==> src/rtl/jk_excitation_driver.sv <==
// rtl/jk_excitation_driver.sv - drives J/K/Enable of an external JK bank toward a target word with check and retry
module jk_excitation_driver #(
  parameter int WIDTH      = 8,
  parameter int SETTLE     = 2,
  parameter int MAX_RETRY  = 1,
  parameter int USE_TOGGLE = 0
) (
  input  logic             Clock,
  input  logic             Reset,
  input  logic [WIDTH-1:0] Target_Data,
  input  logic             Target_Valid,
  output logic             Target_Ready,
  input  logic [WIDTH-1:0] Q_In,
  output logic [WIDTH-1:0] J,
  output logic [WIDTH-1:0] K,
  output logic             Enable,
  output logic             Done,
  output logic             Error,
  output logic [WIDTH-1:0] Mismatch
);

  localparam int CW = $clog2(SETTLE + 1);
  localparam int RW = (MAX_RETRY > 0) ? $clog2(MAX_RETRY + 1) : 1;

  typedef enum logic [1:0] {ST_IDLE, ST_APPLY, ST_SETTLE, ST_CHECK} state_t;

  state_t           state_q;
  logic [WIDTH-1:0] target_q;
  logic [RW-1:0]    retry_q;
  logic [CW-1:0]    settle_q;
  logic [WIDTH-1:0] j_q, k_q, mismatch_q;
  logic             en_q, done_q, error_q;

  // In IDLE the excitation is built from the incoming word, otherwise from the latched target.
  logic [WIDTH-1:0] exc_t, j_d, k_d;
  assign exc_t = (state_q == ST_IDLE) ? Target_Data : target_q;
  assign j_d   = (USE_TOGGLE != 0) ? (exc_t ^ Q_In) : (exc_t & ~Q_In);
  assign k_d   = (USE_TOGGLE != 0) ? (exc_t ^ Q_In) : (Q_In & ~exc_t);

  always_ff @(posedge Clock) begin
    if (Reset) begin
      state_q    <= ST_IDLE;
      target_q   <= '0;
      retry_q    <= '0;
      settle_q   <= '0;
      j_q        <= '0;
      k_q        <= '0;
      en_q       <= 1'b0;
      done_q     <= 1'b0;
      error_q    <= 1'b0;
      mismatch_q <= '0;
    end else begin
      j_q     <= '0;
      k_q     <= '0;
      en_q    <= 1'b0;
      done_q  <= 1'b0;
      error_q <= 1'b0;
      case (state_q)
        ST_IDLE: begin
          if (Target_Valid) begin
            target_q   <= Target_Data;
            retry_q    <= '0;
            mismatch_q <= '0;
            if (Q_In == Target_Data) begin
              done_q <= 1'b1;
            end else begin
              j_q     <= j_d;
              k_q     <= k_d;
              en_q    <= 1'b1;
              state_q <= ST_APPLY;
            end
          end
        end
        ST_APPLY: begin
          settle_q <= CW'(SETTLE - 1);
          state_q  <= ST_SETTLE;
        end
        ST_SETTLE: begin
          if (settle_q == '0) state_q <= ST_CHECK;
          else                settle_q <= settle_q - CW'(1);
        end
        ST_CHECK: begin
          if (Q_In == target_q) begin
            done_q     <= 1'b1;
            mismatch_q <= '0;
            state_q    <= ST_IDLE;
          end else if (retry_q < RW'(MAX_RETRY)) begin
            retry_q <= retry_q + RW'(1);
            j_q     <= j_d;
            k_q     <= k_d;
            en_q    <= 1'b1;
            state_q <= ST_APPLY;
          end else begin
            done_q     <= 1'b1;
            error_q    <= 1'b1;
            mismatch_q <= Q_In ^ target_q;
            state_q    <= ST_IDLE;
          end
        end
        default: state_q <= ST_IDLE;
      endcase
    end
  end

  assign Target_Ready = (state_q == ST_IDLE);
  assign J            = j_q;
  assign K            = k_q;
  assign Enable       = en_q;
  assign Done         = done_q;
  assign Error        = error_q;
  assign Mismatch     = mismatch_q;

endmodule

==> config.mk <==
export PLATFORM = sky130hd
export DESIGN_NAME = jk_excitation_driver
export DESIGN_NICKNAME = d
export VERILOG_FILES = /design/src/rtl/jk_excitation_driver.sv
export SDC_FILE = /design/constraint.sdc
export NUM_CORES = 1
export LEC_CHECK = 0
export CAP_MARGIN = 20
export CORE_AREA = 2 2 68 70
export CTS_CLUSTER_SIZE = 24
export DETAILED_ROUTE_END_ITERATION = 12
export DIE_AREA = 0 0 70 72
export GPL_TIMING_DRIVEN = 0
export PLACE_DENSITY = 0.75
export SYNTH_ARGS = -nofsm -noshare
export SYNTH_HDL_FRONTEND = slang
export SYNTH_SLANG_ARGS = --single-unit
==> constraint.sdc <==
create_clock -name Clock -period 1.6 [get_ports Clock]
set_input_delay 0.16 -clock Clock [delete_from_list [all_inputs] [get_ports Clock]]
set_output_delay 0.16 -clock Clock [all_outputs]
set_load 0.005 [all_outputs]
==> impl_metrics.csv <==
group,metric,value,unit
global_routing,gr-usage-met2,0.3101,
drt,ant_nets,0,
clock_tree,ctsHoldBuffers,0,
clock_tree,clk_latency,300,ps
clock_tree,cts_sinks,40,
place,dp_slack,-653.4,ps
pwr,p_per_area,1242,nW/um^2
floorplanning,die_y,72,um
clock_tree,cts_tree,"done",
outcome,outcome,"finished, violations left",
global_routing,grt_max_degree,13,
synth,ys_top_cells_by_area,"dfxtp_1 45%, a21oi_1 5.9%, mux2i_1 5.1%",
place,dp.cells,288,
place,place_hpwl,2.955,mm
global_routing,track_usage,0.1822,
synth,synth_cell_types,33,
clock_tree,clkTransAtPathRegs,70,ps
run,maxCapViolations,0,
worst_setup_path,r2r_slack,-150,ps
synth,synth-async-reset-ratio,0,
sta,period_share,1.091,
synth,synth-edff-count,0,
finish,area_growth,58.94,%
worst_setup_path,reg2reg_from,"state_q[0]",
floorplanning,die_area,5040,um^2
sta,setup_viol,18,
sta,setup_ws,-145.8,ps
drt,drtIter0Drc,114,
synth,synth_top_area_frac,0.4507,
finish,drive_above_1_share,0.3038,
place,portBuffers,46,
worst_setup_path,rr_worst_depth,7,
drt,vias_per_cell,5.397,
finish,nFillCells,330,
synth,ys_seq_elements,40,
finish,design_area,2824,um^2
sta,tightest_slew,542.6,ps
clock_tree,cts_max_level,2,
clock_tree,clockRootBuffer,"clkbuf_8",
pwr,power_leakage,1.062,nW
global_routing,grt_use_met1,0.2150,
sta,fin_skew,6.114,ps
worst_setup_path,cp_data_arrival_time,1970,ps
min_path,min_path_cells,2,
synth,yosys.area.top_type,"dfxtp_1",
floorplanning,ios,47,
global_routing,globalRouteOverflowTotal,0,
synth,synthFlopType,"dfxtp_1",
drt,vias,1684,
drt,drcViolationCount,0,
sta,hold_violations,0,
worst_setup_path,worstSetupEndpointType,"flop",
synth,synth.cell_area,1777,um^2
floorplanning,initial_core_util,0.4167,
global_routing,gr-usage-met3,0.05000,
pwr,ir_drop,0.6351,mV
sta,max_freq,0.5728,GHz
synth,synthCells,190,
global_routing,grt_pass1_wl,7.093,mm
sta,maxSlewHeadroom,0.6383,
min_path,hold_start,"Q_In[2]",
floorplanning,fp.dieW,70,um
synth,syn-num-nets,215,
sta,rsz0062_at_grt,"true",
worst_setup_path,critPathRequiredTime,1820,ps
drt,wl_per_cell,15.33,um
synth,yosysWarnings,0,
synth,seq_area_frac_synth,0.4507,
place,place_area,2335,um^2
sta,slew_viol_final,0,
floorplanning,rows,24,
finish,antenna_cells,0,
worst_setup_path,start_kind,"flop",
drt,wl,4.783,mm
pwr,power,3.508,mW
clock_tree,cts_buffer_depth,2,
worst_setup_path,criticalPathCategory,"reg2reg",
floorplanning,core_area,4264,um^2
global_routing,grt_pass1_vias,1505,
min_path,min_path_type,"in2reg",
global_routing,grt.busiest_layer,"met2",
worst_setup_path,r2r_end,"J[0]",
outcome,violations,"setup timing",
drt,drt_pass1_iterations,4,
min_path,whs_endpoint,"J[2]",
worst_setup_path,worstPathMaxFanout,5,
place,place_congestion,0.7973,
global_routing,antenna_found_initial,0,
finish,fin_cells,312,
sta,fin_crit,1746,ps
finish,finalNetCount,284,
synth,avgSynthCellArea,9.351,um^2
clock_tree,cts_buffers,5,
layout by cell type, fill, tap and decap left out, types with 8 or more instances in the layout:
master,netlist,final
o21ai_0,11,9
mux2i_1,9,9
a21oi_1,21,18
dlygate4sd2_1,0,8
xnor2_1,8,8
buf_4,0,17
nor3_2,0,8
dfxtp_1,40,30
clkdlybuf4s50_1,0,37
nand2_1,20,19
area by class of cell:
class	instances	area (um^2)	area share
clock inverters	2	10.01	0.003545
clock buffers	6	82.58	0.02924
well taps	52	65.06	0.02304
flip-flops and latches	40	820.8	0.2907
inverters	6	36.28	0.01285
multi-input cells	135	1176	0.4165
repair buffers	64	591.8	0.2096
plain buffers	7	41.29	0.01462
sequential cells by signal (all words and copies together), names as in the netlist:
name,count
state_q,2
settle_q,2
retry_q,1
Error,1
K,8
J,8
Enable,1
target_q,8
Mismatch,8
Done,1
layer usage:
metal / part of all wire / up-vias
li1: - / 808
met1: 0.42 / 825
met2: 0.52 / 43
met3: 0.045 / 8
met4: 0.017 / 0
met5: 0 / -
power by group:
group / total, mW / switching, mW / leakage [nW] / internal, mW
combinational: 1.53 / 0.782 / 0.682 / 0.746
sequential: 1.28 / 0.120 / 0.330 / 1.16
clock: 0.702 / 0.358 / 0.0510 / 0.344
synth_stat cells (2+ instances only):
cell and n:
xor2_1 8, and3_1 8, a21oi_1 21, buf_6 2
nor2_1 4, o21ai_0 11, mux2i_1 9, ha_1 6
nand2b_1 5, xnor2_1 8, nor3_1 11, dfxtp_1 40
nand2_1 20, clkbuf_1 6, nand4_1 2, o2111ai_1 8
inv_1 4, nor4_2 2
how the worst max path moves through the flow:
stage	startpoint	to	slack, ps	depth (start not counted)
final	state_q[0]	J[0]	-150	7
after floorplan	target_q[3]	K[0]	-40	8
after global placement	Q_In[3]	K[2]	-610	9
after detailed placement	Q_In[3]	K[6]	-650	9
after CTS	target_q[1]	K[2]	-160	8
after global routing	state_q[0]	J[0]	-220	7
per-stage QoR:
step                TNS (ps)  hold WS, ps  utilization
floorplan             -363.2        239.3            -
global placement      -15280        455.6       0.5475
detailed placement    -15830        462.0       0.5475
CTS                    -2496        295.8       0.6144
global route           -3279        317.0       0.6623
finish                 -1325        305.0       0.6623
critical path, cell delays in order, from the launching register on:
cell and delay (ps):
dfxtp_4 380, ha_4 150, nor2b_4 150, a21bo_4 240, a211o_1 340, buf_6 160
buf_4 140, nor3_2 110
logic make-up after synthesis:
| group | synth area share |
|---|---|
| flops | 0.4507 |
| xor+xnor | 0.07888 |
| buf+inv | 0.04436 |
| mux | 0.05071 |
| simple gates | 0.1613 |
| fa+ha+maj | 0.04225 |
| compound gates | 0.1718 |
repair_timing:
item | 4_1_cts | 5_1_grt
cloned | 1 | 0
pin swaps | 9 | 19
resized for setup | 32 | 38
endpoints found under the setup margin | 38 | 35
setup buffers | 11 | 6
Note: power is estimated with default switching activity, not from simulation.
